File: src/rtl/pwm_capture_pkg.sv
// Shared types and constants for the PWM capture path.
// Clock and duty-width defaults are common with the breathing-LED generator.
package pwm_capture_pkg;

    typedef enum logic [1:0] {
        ST_IDLE = 2'd0,
        ST_HIGH = 2'd1,
        ST_LOW  = 2'd2
    } cap_state_t;

    localparam int unsigned CLK_FREQ_HZ = 50_000_000;
    localparam int unsigned DUTY_W      = 9;

endpackage

File: src/rtl/pwm_duty_div.sv
// Restoring divider: quot = floor(num * 2^WIDTH / den), one bit per cycle.
// Requires num < den so the quotient fits WIDTH bits.
module pwm_duty_div
    import pwm_capture_pkg::*;
#(
    parameter int unsigned WIDTH = DUTY_W,
    parameter int unsigned CNT_W = 32
) (
    input  logic             clk,
    input  logic             rst,
    input  logic             start,
    input  logic [CNT_W-1:0] num,
    input  logic [CNT_W-1:0] den,
    output logic             busy,
    output logic             done,
    output logic [WIDTH-1:0] quot
);

    localparam int unsigned CW = $clog2(WIDTH + 1);

    logic [CNT_W-1:0] r_rem;
    logic [CNT_W-1:0] r_den;
    logic [WIDTH-1:0] r_quot;
    logic [CW-1:0]    r_cnt;
    logic             r_busy;
    logic             r_done;

    logic [CNT_W-1:0] w_rem_src;
    logic [CNT_W-1:0] w_den_src;
    logic [CNT_W:0]   w_shift;
    logic [CNT_W-1:0] w_diff;
    logic             w_ge;
    logic [CNT_W-1:0] w_rem_nxt;

    // The first quotient bit is resolved in the start cycle itself.
    assign w_rem_src = start ? num : r_rem;
    assign w_den_src = start ? den : r_den;
    assign w_shift   = {w_rem_src, 1'b0};
    assign w_ge      = (w_shift >= {1'b0, w_den_src});
    assign w_diff    = w_shift[CNT_W-1:0] - w_den_src;
    assign w_rem_nxt = w_ge ? w_diff : w_shift[CNT_W-1:0];

    always_ff @(posedge clk) begin
        if (rst) begin
            r_rem  <= '0;
            r_den  <= '0;
            r_quot <= '0;
            r_cnt  <= '0;
            r_busy <= 1'b0;
            r_done <= 1'b0;
        end else begin
            r_done <= 1'b0;
            if (start) begin
                r_den  <= den;
                r_rem  <= w_rem_nxt;
                r_quot <= WIDTH'(w_ge);
                r_cnt  <= CW'(WIDTH - 1);
                r_busy <= 1'b1;
            end else if (r_busy) begin
                r_rem  <= w_rem_nxt;
                r_quot <= (r_quot << 1) | WIDTH'(w_ge);
                r_cnt  <= r_cnt - CW'(1);
                if (r_cnt == CW'(1)) begin
                    r_busy <= 1'b0;
                    r_done <= 1'b1;
                end
            end
        end
    end

    assign busy = r_busy;
    assign done = r_done;
    assign quot = r_quot;

endmodule

File: src/rtl/pwm_capture.sv
// Measures high time, period and normalised duty of an external PWM input,
// with stuck-high / stuck-low detection when edges stop arriving.
module pwm_capture
    import pwm_capture_pkg::*;
#(
    parameter int unsigned FREQUENCE = CLK_FREQ_HZ,
    parameter int unsigned WIDTH     = DUTY_W,
    parameter int unsigned CNT_W     = 32,
    parameter int unsigned TIMEOUT   = FREQUENCE / 10
) (
    input  logic             clk,
    input  logic             rst,
    input  logic             pwm_in,
    output logic [WIDTH-1:0] duty,
    output logic [CNT_W-1:0] high_cnt,
    output logic [CNT_W-1:0] period_cnt,
    output logic             valid,
    output logic             overrun,
    output logic             stuck_hi,
    output logic             stuck_lo
);

    logic r_s0, r_s1, r_s2;
    logic w_rise, w_fall, w_edge;

    cap_state_t r_state, w_state_nxt;

    logic [CNT_W-1:0] r_hcnt, r_lcnt, r_ecnt;
    logic [CNT_W-1:0] r_cap_high, r_cap_period;
    logic [CNT_W:0]   w_sum;
    logic [CNT_W-1:0] w_period;
    logic             r_start;

    logic             w_timeout, w_capture, w_accept, w_ovr;
    logic             w_div_rst, w_div_busy, w_busy, w_done;
    logic [WIDTH-1:0] w_quot;

    logic [WIDTH-1:0] r_duty;
    logic [CNT_W-1:0] r_high_cnt, r_period_cnt;
    logic             r_valid, r_overrun, r_stuck_hi, r_stuck_lo;

    always_ff @(posedge clk) begin
        if (rst) begin
            r_s0 <= 1'b0;
            r_s1 <= 1'b0;
            r_s2 <= 1'b0;
        end else begin
            r_s0 <= pwm_in;
            r_s1 <= r_s0;
            r_s2 <= r_s1;
        end
    end

    assign w_rise = r_s1 & ~r_s2;
    assign w_fall = ~r_s1 & r_s2;
    assign w_edge = w_rise | w_fall;

    assign w_timeout = (r_ecnt == CNT_W'(TIMEOUT - 1)) && !w_edge;
    // Busy spans start request through done, so a capture never collides with output update.
    assign w_div_busy = r_start | w_busy | w_done;
    assign w_capture  = (r_state == ST_LOW) && w_rise;
    assign w_accept   = w_capture && !w_div_busy;
    assign w_ovr      = w_capture && w_div_busy;
    assign w_div_rst  = rst | w_timeout;

    assign w_sum    = {1'b0, r_hcnt} + {1'b0, r_lcnt};
    assign w_period = w_sum[CNT_W] ? '1 : w_sum[CNT_W-1:0];

    always_ff @(posedge clk) begin
        if (rst) begin
            r_state <= ST_IDLE;
        end else begin
            r_state <= w_state_nxt;
        end
    end

    always_comb begin
        w_state_nxt = r_state;
        unique case (r_state)
            ST_IDLE: if (w_rise) w_state_nxt = ST_HIGH;
            ST_HIGH: if (w_fall) w_state_nxt = ST_LOW;
            ST_LOW:  if (w_rise) w_state_nxt = ST_HIGH;
            default: w_state_nxt = ST_IDLE;
        endcase
        if (w_timeout) w_state_nxt = ST_IDLE;
    end

    always_ff @(posedge clk) begin
        if (rst || w_timeout) begin
            r_hcnt <= '0;
            r_lcnt <= '0;
        end else begin
            unique case (r_state)
                ST_IDLE: begin
                    if (w_rise) r_hcnt <= CNT_W'(1);
                end
                ST_HIGH: begin
                    if (w_fall) begin
                        r_lcnt <= CNT_W'(1);
                    end else if (r_hcnt != '1) begin
                        r_hcnt <= r_hcnt + CNT_W'(1);
                    end
                end
                ST_LOW: begin
                    if (w_rise) begin
                        r_hcnt <= CNT_W'(1);
                    end else if (r_lcnt != '1) begin
                        r_lcnt <= r_lcnt + CNT_W'(1);
                    end
                end
                default: begin
                    r_hcnt <= '0;
                    r_lcnt <= '0;
                end
            endcase
        end
    end

    always_ff @(posedge clk) begin
        if (rst) begin
            r_cap_high   <= '0;
            r_cap_period <= '0;
            r_start      <= 1'b0;
        end else begin
            r_start <= w_accept;
            if (w_accept) begin
                r_cap_high   <= r_hcnt;
                r_cap_period <= w_period;
            end
        end
    end

    always_ff @(posedge clk) begin
        if (rst || w_edge) begin
            r_ecnt <= '0;
        end else if (r_ecnt != '1) begin
            r_ecnt <= r_ecnt + CNT_W'(1);
        end
    end

    pwm_duty_div #(
        .WIDTH (WIDTH),
        .CNT_W (CNT_W)
    ) u_div (
        .clk   (clk),
        .rst   (w_div_rst),
        .start (r_start),
        .num   (r_cap_high),
        .den   (r_cap_period),
        .busy  (w_busy),
        .done  (w_done),
        .quot  (w_quot)
    );

    always_ff @(posedge clk) begin
        if (rst) begin
            r_duty       <= '0;
            r_high_cnt   <= '0;
            r_period_cnt <= '0;
            r_valid      <= 1'b0;
            r_overrun    <= 1'b0;
            r_stuck_hi   <= 1'b0;
            r_stuck_lo   <= 1'b0;
        end else begin
            r_valid   <= 1'b0;
            r_overrun <= w_ovr;
            if (w_edge) begin
                r_stuck_hi <= 1'b0;
                r_stuck_lo <= 1'b0;
            end
            if (w_timeout) begin
                r_stuck_hi   <= r_s2;
                r_stuck_lo   <= ~r_s2;
                r_duty       <= r_s2 ? '1 : '0;
                r_high_cnt   <= '0;
                r_period_cnt <= '0;
                r_valid      <= 1'b1;
            end else if (w_done) begin
                r_duty       <= w_quot;
                r_high_cnt   <= r_cap_high;
                r_period_cnt <= r_cap_period;
                r_valid      <= 1'b1;
            end
        end
    end

    assign duty       = r_duty;
    assign high_cnt   = r_high_cnt;
    assign period_cnt = r_period_cnt;
    assign valid      = r_valid;
    assign overrun    = r_overrun;
    assign stuck_hi   = r_stuck_hi;
    assign stuck_lo   = r_stuck_lo;

endmodule
File: config.mk
export PLATFORM = sky130hd
export DESIGN_NAME = pwm_capture
export DESIGN_NICKNAME = d
export VERILOG_FILES = /design/src/rtl/pwm_capture_pkg.sv /design/src/rtl/pwm_duty_div.sv /design/src/rtl/pwm_capture.sv
export SDC_FILE = /design/constraint.sdc
export NUM_CORES = 1
export LEC_CHECK = 0
export CORE_MARGIN = 3
export CORE_UTILIZATION = 55
export DETAILED_ROUTE_END_ITERATION = 7
export PLACE_DENSITY = 0.78
export SLEW_MARGIN = 20
export SYNTH_ARGS = -nofsm -noshare
export SYNTH_HDL_FRONTEND = slang
export SYNTH_SLANG_ARGS = --single-unit
File: constraint.sdc
create_clock -name clk -period 4.4 [get_ports clk]
set_input_delay 0.88 -clock clk [delete_from_list [all_inputs] [get_ports clk]]
set_output_delay 0.88 -clock clk [all_outputs]
set_load 0.05 [all_outputs]
== Word-level counts from Yosys, hierarchy flattened ==
Cells that the tools add are included.
Widths: inputs -> output; s select.
Storage, ports and cells
  input bits: 3
  logic and storage cells: 108
  output and inout bits: 77
  bits in registers: 322
Operators by class
  add/subtract/negate cells: 6
  $lt $le $gt $ge: 1
  bitwise logic cells: 11
  mux-type cells: 33
  reductions and logical operators: 19
  equality and inequality tests: 13
Operator list (number)
  $mux 32: 12
  $add 32x1->32 const B: 3
  $ne 32x32->1 const B: 3
  $pmux 32 s3: 1
  $pmux 32 s2: 1
  $add 32x32->33: 1
  $ge 33x32->1: 1
  $eq 32x23->1 const B: 1
  $sub 32x32->32: 1
  $mux 9: 3
  $mux 1: 11
  $or 9x1->9: 1
  $mux 4: 2
  $ne 2x2->1 const B: 4
  $reduce_bool 2->1: 3
  $reduce_or 2->1: 3
  $eq 4x1->1 const B: 1
  $logic_and 1x1->1: 4
  $mux 2: 2
  $ne 2x1->1 const B: 2
  $not 1->1: 4
  $or 1x1->1: 4
  $pmux 2 s2: 1
  $reduce_and 4->1: 1
  other kinds (10): 13

== Logic depth before layout (Yosys ltp) ==
Gate-level depths: netlist of run 1.
  depth in word-level cells: 7
  mapped depth: 19
  mapped depth without buffers: 13

== By module ==
A second synthesis of run 1 with hierarchy kept.
Second synthesis, totals
  cell total of the unflattened synthesis: 1947
  area, all modules: 16607.2 sq um
Modules (own cells, without submodules)
  pwm_capture: seq. area each 4864.7 sq um, cells each 1323, area an instance 11279.6 sq um, instances 1
  pwm_duty_div: seq. area each 1581.5 sq um, cells each 624, area an instance 5327.6 sq um, instances 1

== Worst setup path before layout of run 1 ==
OpenSTA, ideal clock, no wires.
  path type: reg-to-reg
  start: register r_start
  end: register u_div.r_rem[23]
  path slack: 0.123 ns
  required time: 4.267 ns
  arrival: 4.145 ns
  period minus slack after synthesis: 4.277 ns
  setup time: 0.133 ns
  stages on the path, launching flop included: 18
  cells stage by stage: dfxtp_1 -> buf_2 -> clkbuf_1 -> clkbuf_1 -> buf_1 -> mux2i_1 -> ha_1 -> a21oi_1 -> o21ai_0 -> o211a_1 -> o211a_1 -> nor3_1 -> o21ai_1 -> o31ai_2 -> buf_2 -> buf_2 -> mux2i_1 -> a21oi_1
On the way
  longest elaborated chain between the ends: 5
  elaborated cells between the ends (all ways): 8
  those cells by class: add/sub (1); order compare (1); mux (5); reduce/logical (1)
RTL lines
  start: declaration: line pwm_capture.sv:32  | logic r_start;
  start signal: assignment: line pwm_capture.sv:125  | r_start <= w_accept;
  $mux 32 (on tied branches)
  $sub 32x32->32 or $ge 33x32->1 (tied branches): line pwm_duty_div.sv:40, pwm_duty_div.sv:39
  $mux 32: line pwm_duty_div.sv:41  | assign w_rem_nxt = w_ge ? w_diff : w_shift[CNT_W-1:0];
  $mux 32: line pwm_duty_div.sv:59  | end else if (r_busy) begin
  $mux 32: line pwm_duty_div.sv:53  | if (start) begin
  end signal: assignment: line pwm_duty_div.sv:55  | r_rem <= w_rem_nxt;
  end signal: assignment: line pwm_duty_div.sv:60  | r_rem <= w_rem_nxt;
  end: declaration: line pwm_duty_div.sv:21  | logic [CNT_W-1:0] r_rem;
Parallel ways exist; a longest one is shown, timed or not. The select of a mux whose other input is x is not followed.
A chain may end at the register's enable or synchronous reset.

== Worst setup path in the final report of run 1 ==
  start: register r_start
  end: register u_div.r_rem[17]
The elaborated chain is that of the path after synthesis.

==> results of run 1 <==
-- what timing repair did --
action | CTS | global route
endpoints found under the setup margin | 0 | 2
resized for setup | 0 | 1
buffers inserted | 0 | 1
-- layer usage --
| layer | global-route usage (%) | part of all wire (%) |
|---|---|---|
| met5 | 0 | 0 |
| met1 | 37.65 | 47 |
| met4 | 7.690 | 2.6 |
| met3 | 3.150 | 5.6 |
| met2 | 41.21 | 45 |
-- layout make-up --
type / instances / share of cell area, %
clock buffers: 44 / 5.260
inverters: 32 / 0.6440
multi-input cells: 1478 / 50.46
repair buffers: 105 / 5.501
flip-flops and latches: 322 / 34.60
clock inverters: 18 / 0.9593
well taps: 384 / 2.576
-- worst register-to-register path, stage by stage (launching register included) --
cell and delay (ps):
dfxtp_4 550, buf_12 200, mux2_2 360, ha_1 380, nand3_1 140, or4_1 570, o21ai_0 410, nor3_1 100
o21ai_1 310, o31ai_4 230, buf_12 230, buf_4 170, nor2_1 100, a21oi_1 50, a211oi_1 240
-- logic make-up (layout without fill, tap and decap cells) --
group / Yosys count / count (layout) / share of synthesized area (%)
flops: 322 / 322 / 39.54
compound gates: 454 / 454 / 16.89
fa+ha+maj: 77 / 77 / 6.002
mux: 160 / 160 / 10.06
buf+inv: 120 / 199 / 2.940
xor+xnor: 100 / 100 / 5.373
simple gates: 687 / 687 / 19.20
-- placed cells by master (no fill, tap or decap), types with 6 or more instances in the layout --
cell type / count
dfxtp_1: 320
nor2_1: 295
a21oi_1: 185
nand2_1: 164
mux2i_1: 129
o21ai_0: 104
clkdlybuf4s50_1: 78
ha_1: 75
xor2_1: 53
xnor2_1: 47
nand3_1: 46
clkbuf_16: 36
a21o_1: 35
inv_1: 31
mux2_2: 31
a211oi_1: 31
nand4_1: 29
or3_1: 26
nor3_1: 25
and3_1: 23
buf_4: 22
nor2b_1: 13
a31oi_1: 13
nand2b_1: 12
o21a_1: 9
o31ai_1: 9
nor4_1: 8
and2_1: 6
nand3b_1: 6
o21ai_1: 6
a211o_1: 6
clkinv_2: 6
-- worst min path at each step --
stage                     depth (start not counted)             from  slack [ps]         endpoint
final                                             1  r_s0$_SDFF_PP0_         450  r_s1$_SDFF_PP0_
after global placement                            1  r_s0$_SDFF_PP0_         430  r_s1$_SDFF_PP0_
after detailed placement                          1  r_s0$_SDFF_PP0_         440  r_s1$_SDFF_PP0_
after floorplan                                   1  r_s0$_SDFF_PP0_         410  r_s1$_SDFF_PP0_
after global routing                              1  r_s0$_SDFF_PP0_         470  r_s1$_SDFF_PP0_
after CTS                                         1  r_s0$_SDFF_PP0_         460  r_s1$_SDFF_PP0_
-- stage by stage --
stage	power, mW	std cells
floorplan	3.088	1920
global placement	3.122	2320
detailed placement	3.123	2320
CTS	6.035	2382
global route	6.166	2383
finish	6.001	2383
-- power by group through the flow --
stage          Combinational, mW  Clock [mW]  Sequential (mW)
2_1_floorplan             0.0977           0             2.99
3_3_place_gp               0.131           0             2.99
3_5_place_dp               0.132           0             2.99
4_1_cts                    0.133        2.98             2.93
5_1_grt                    0.149        3.09             2.93
6_report                   0.135        2.94             2.93
==> impl_metrics.py, run 1 <==
metrics = {
    "global_route": {
        "grt_first_pass_wirelength_mm": 67.90,
        "antenna_found_initial": 0,
        "overflow": 0,
        "grt_start_max_net_pins": 111,
        "first_global_vias": 13120,
        "track_usage_pct": 26.15,
    },
    "synth": {
        "yosysUniqueCellTypes": 71,
        "syn_inst": 1920,
        "synthArstFlopShare_pct": 0,
        "ys_ff_latch": 322,
        "synth_top_area_share_pct": 39.54,
        "yosys-top-cells-area": "dfxtp_1 40%, mux2i_1 7.9%, nor2_1 6.8%",
        "synth_edf_count": 0,
        "syn_nets": 2000,
        "synth_most_common_cell": "dfxtp_1",
        "synth_ff_type": "dfxtp_1",
        "yosysTopAreaCell": "dfxtp_1",
        "ys_seq_area_share_pct": 39.54,
        "yosys_warnings": 0,
        "syn_area_per_cell_um2": 8.491,
        "synth_area_um2": 16300,
        "synthTopCellsByCount": "322 x dfxtp_1, 295 x nor2_1, 186 x a21oi_1",
    },
    "pwr": {
        "power.leakage_nw": 6.975,
        "power.share.clock_pct": 49.0,
        "comb_power_share_pct": 2.3,
        "switching_share_pct": 22.16,
        "switching_power_mw": 1.329,
        "peakVddDrop_mv": 0.2393,
        "internal-power_mw": 4.671,
        "power.density_nw_per_um2": 321.7,
        "seqPwrFrac_pct": 48.8,
    },
    "cts": {
        "root_buffer": "clkbuf_16",
        "clockBufferDepth": 3,
        "cts_sinks": 322,
        "cts_hold_buffers": 0,
        "cts-htree-levels": 2,
        "clock_latency_ps": 520,
        "cts_tree": "yes",
        "cts_buffers": 35,
        "clk_pin_slew_ps": 60,
    },
    "sta": {
        "worst_pin_slew_ps": 1084,
        "period_share_pct": 93.98,
        "fmax_mhz": 241.8,
        "finalSetupViolations": 0,
        "hold_viol_final": 0,
        "finalSetupTns_ps": 0,
        "max_slew_margin_pct": 27.25,
        "rsz0062_at_grt": "no",
        "skew_ps": 14.10,
        "period_needed_ps": 4135,
        "drv_slew": 0,
        "timing.final.ws_setup_ps": 264.8,
        "whs_ps": 452.2,
    },
    "worst_setup_path": {
        "criticalPathCategory": "reg -> reg",
        "cp_cell_sequence": "buf_12 -> mux2_2 -> ha_1 -> nand3_1 -> or4_1 -> o21ai_0 -> nor3_1 -> o21ai_1 -> o31ai_4 -> buf_12 -> buf_4 -> nor2_1 -> a21oi_1 -> a211oi_1",
        "ff2ff_path_depth": 14,
        "cp.required_ps": 4830,
        "startpoint": "r_start$_SDFF_PP0_",
        "r2r_setup_slack_ps": 260,
        "rr_endpoint": "u_div.r_rem[17]$_SDFFE_PP0P_",
        "cp_common_cell": "buf_12",
        "worstPathArrival_ps": 4560,
        "cp_slowest_cell": "or4_1",
        "timing.rr.start": "r_start$_SDFF_PP0_",
        "cp_top_family": "compound AO/OA/AOI/OAI gates",
        "critPathLaunchType": "flip-flop",
        "cp_num_buf_inv": 3,
        "worst_path_largest_cell_delay_ps": 570,
        "crit_cells": 14,
        "crit_path_end": "u_div.r_rem[17]$_SDFFE_PP0P_",
        "path_max_fanout": 33,
        "end_kind": "flip-flop",
    },
    "finish": {
        "multi_input_area_um2": 9410,
        "post-route-util_pct": 64.46,
        "area_growth_pct": 14.41,
        "num-nets-final": 2054,
        "layout-drive-gt1-share_pct": 7.404,
        "register_area_um2": 6454,
        "fillCellCount": 2367,
        "diodes": 0,
        "fin_area_um2": 18650,
    },
    "job": {
        "maxCapViolCount": 0,
    },
    "detailed_routing": {
        "ant_nets": 0,
        "drt_iter0_drc": 1110,
        "drt-pass1-iter-count": 5,
        "vias": 14090,
        "wl_mm": 42.14,
        "drc": 0,
        "avgRoutedWirePerCell_um": 17.68,
        "via_per_inst": 5.913,
    },
    "place": {
        "place_congestion": 0.9084,
        "portBuffers": 79,
        "placed_cell_area_um2": 17470,
        "dpl.hpwl_mm": 30.20,
        "pre_cts_slack_ps": 175.7,
    },
    "floorplan": {
        "row_count": 62,
        "boundaryPins": 80,
        "initial_core_util_pct": 56.34,
        "die_y_um": 178.2,
        "die_w_um": 178.2,
        "design.die.area_um2": 31740,
        "coreArea_um2": 28940,
    },
    "run_status": {
        "run_status": "finished clean",
    },
    "min_path": {
        "worst_hold_path_type": "reg -> reg",
    },
}
Power figures use the tool's default switching activity.
==> run 2: changes to the inputs <==
CORE_UTILIZATION = 40   (was 55)
PLACE_DENSITY = 0.6   (was 0.78)
==> impl_metrics.py, run 2 (synthesis gave the netlist of run 1 again) <==
metrics = {
    "worst_setup_path": {
        "end_kind": "flip-flop",
        "rr_endpoint": "u_div.r_rem[24]$_SDFFE_PP0P_",
        "r2r_setup_slack_ps": 420,
        "cp.required_ps": 4820,
        "path_max_fanout": 23,
        "critPathLaunchType": "flip-flop",
        "worstPathArrival_ps": 4400,
        "ff2ff_path_depth": 14,
        "criticalPathCategory": "reg -> reg",
        "timing.rr.start": "r_start$_SDFF_PP0_",
    },
    "sta": {
        "rsz0062_at_grt": "no",
        "period_share_pct": 90.44,
        "period_needed_ps": 3980,
        "finalSetupTns_ps": 0,
        "timing.final.ws_setup_ps": 420.5,
        "hold_viol_final": 0,
        "skew_ps": 14.42,
        "worst_pin_slew_ps": 928.6,
        "fmax_mhz": 251.3,
        "finalSetupViolations": 0,
        "max_slew_margin_pct": 37.52,
        "drv_slew": 0,
    },
    "pwr": {
        "power.share.clock_pct": 49.8,
        "power.leakage_nw": 6.982,
        "comb_power_share_pct": 2.2,
        "seqPwrFrac_pct": 47.9,
        "switching_power_mw": 1.304,
        "switching_share_pct": 21.35,
        "internal-power_mw": 4.805,
        "peakVddDrop_mv": 0.2066,
        "power_mw": 6.108,
        "power.density_nw_per_um2": 324.4,
    },
    "finish": {
        "diodes": 0,
        "area_growth_pct": 15.50,
        "most-common-layout-cells": "320 x dfxtp_1, 295 x nor2_1, 185 x a21oi_1",
        "final_common_cell": "dfxtp_1",
        "fillCellCount": 3854,
        "num-nets-final": 2051,
        "layout-drive-gt1-share_pct": 6.971,
    },
    "cts": {
        "clock_latency_ps": 530,
        "clk_pin_slew_ps": 60,
        "cts_hold_buffers": 0,
        "post_cts_resize_count": 0,
        "root_buffer": "clkbuf_16",
        "clockBufferDepth": 3,
        "cts-htree-levels": 2,
        "cts_sinks": 322,
        "cts_buffers": 36,
        "cts_setup_buffers": 0,
        "cts_tree": "yes",
    },
    "global_route": {
        "antenna_found_initial": 0,
        "overflow": 0,
        "grt_first_pass_wirelength_mm": 69.83,
        "first_global_vias": 12950,
        "track_usage_pct": 19.44,
        "grt_busiest_layer": "met2",
        "grt_use_met3_pct": 2.267,
        "globalRouteMet2Util_pct": 30.65,
        "grt_start_max_net_pins": 117,
        "grt_use_met1_pct": 27.92,
    },
    "detailed_routing": {
        "vias": 13810,
        "drt_iter0_drc": 926,
        "wl_mm": 43.55,
        "drt-pass1-iter-count": 5,
        "ant_nets": 0,
        "avgRoutedWirePerCell_um": 17.29,
        "via_per_inst": 5.483,
        "drc": 0,
    },
    "place": {
        "place_congestion": 0.9074,
        "dpl.hpwl_mm": 31.82,
        "pre_cts_slack_ps": 276.0,
        "portBuffers": 79,
    },
    "floorplan": {
        "design.die.area_um2": 43210,
        "boundaryPins": 80,
        "row_count": 73,
        "initial_core_util_pct": 40.75,
        "die_y_um": 207.9,
        "coreArea_um2": 40010,
        "die_w_um": 207.9,
    },
    "run_status": {
        "run_status": "finished clean",
    },
    "min_path": {
        "hp-start": "r_s0$_SDFF_PP0_",
        "hold-path-endpoint": "r_s1$_SDFF_PP0_",
        "hold_depth": 1,
        "worst_hold_path_type": "reg -> reg",
    },
    "job": {
        "maxCapViolCount": 0,
    },
}
==> run 2: metal layers <==
layer  part of all wire, %  routed length, um
met1                    49              21180
met2                    45              19390
met3                   4.1               1798
met4                   2.7               1185
met5                     0                  0
==> run 2: worst max-delay path by stage <==
stage                             from                      endpoint  slack, ps  cells past startpoint
finish              r_start$_SDFF_PP0_  u_div.r_rem[24]$_SDFFE_PP0P_        420                     14
global route        r_start$_SDFF_PP0_  u_div.r_rem[22]$_SDFFE_PP0P_        160                     13
CTS                 r_start$_SDFF_PP0_  u_div.r_rem[10]$_SDFFE_PP0P_        240                     12
detailed placement  r_start$_SDFF_PP0_  u_div.r_rem[22]$_SDFFE_PP0P_        280                     13
global placement    r_start$_SDFF_PP0_  u_div.r_rem[12]$_SDFFE_PP0P_        300                     13
floorplan           r_start$_SDFF_PP0_  u_div.r_rem[23]$_SDFFE_PP0P_        120                     17
==> run 2: area by class of cell <==
| cell class | count | area [um^2] | share of cell area, % |
|---|---|---|---|
| clock inverters | 10 | 135.1 | 0.7177 |
| repair buffers | 101 | 1001 | 5.316 |
| inverters | 32 | 120.1 | 0.6379 |
| clock buffers | 51 | 1059 | 5.622 |
| multi-input cells | 1478 | 9404 | 49.94 |
| flip-flops and latches | 322 | 6454 | 34.27 |
| well taps | 525 | 656.9 | 3.489 |
==> run 2: critical path, cell delays in order, from the launching register on <==
cell,delay (ps)
dfxtp_4,600
buf_12,250
mux2i_1,290
inv_1,100
fa_1,420
nor2b_1,150
o21ai_0,120
a21oi_1,260
o21a_1,210
nor3_1,90
o41ai_1,700
a21oi_1,170
mux2_2,280
nand2_1,50
and3_1,160
==> run 2: stage by stage <==
stage	instances	instance area (um^2)	utilization [%]	hold WS (ps)
floorplan	1920	16300	-	413.8
global placement	2457	17610	44.03	425.0
detailed placement	2457	17610	44.03	429.2
CTS	2518	18810	47.01	441.8
global route	2519	18830	47.07	462.7
finish	2519	18830	47.07	437.2
==> run 2: power by group through the flow <==
stage               logic (mW)  clock network (mW)  registers, mW
floorplan               0.0977                   0           2.99
global placement         0.135                   0           2.99
detailed placement       0.136                   0           2.99
CTS                      0.136                3.13           2.93
global route             0.152                3.25           2.93
finish                   0.137                3.04           2.93
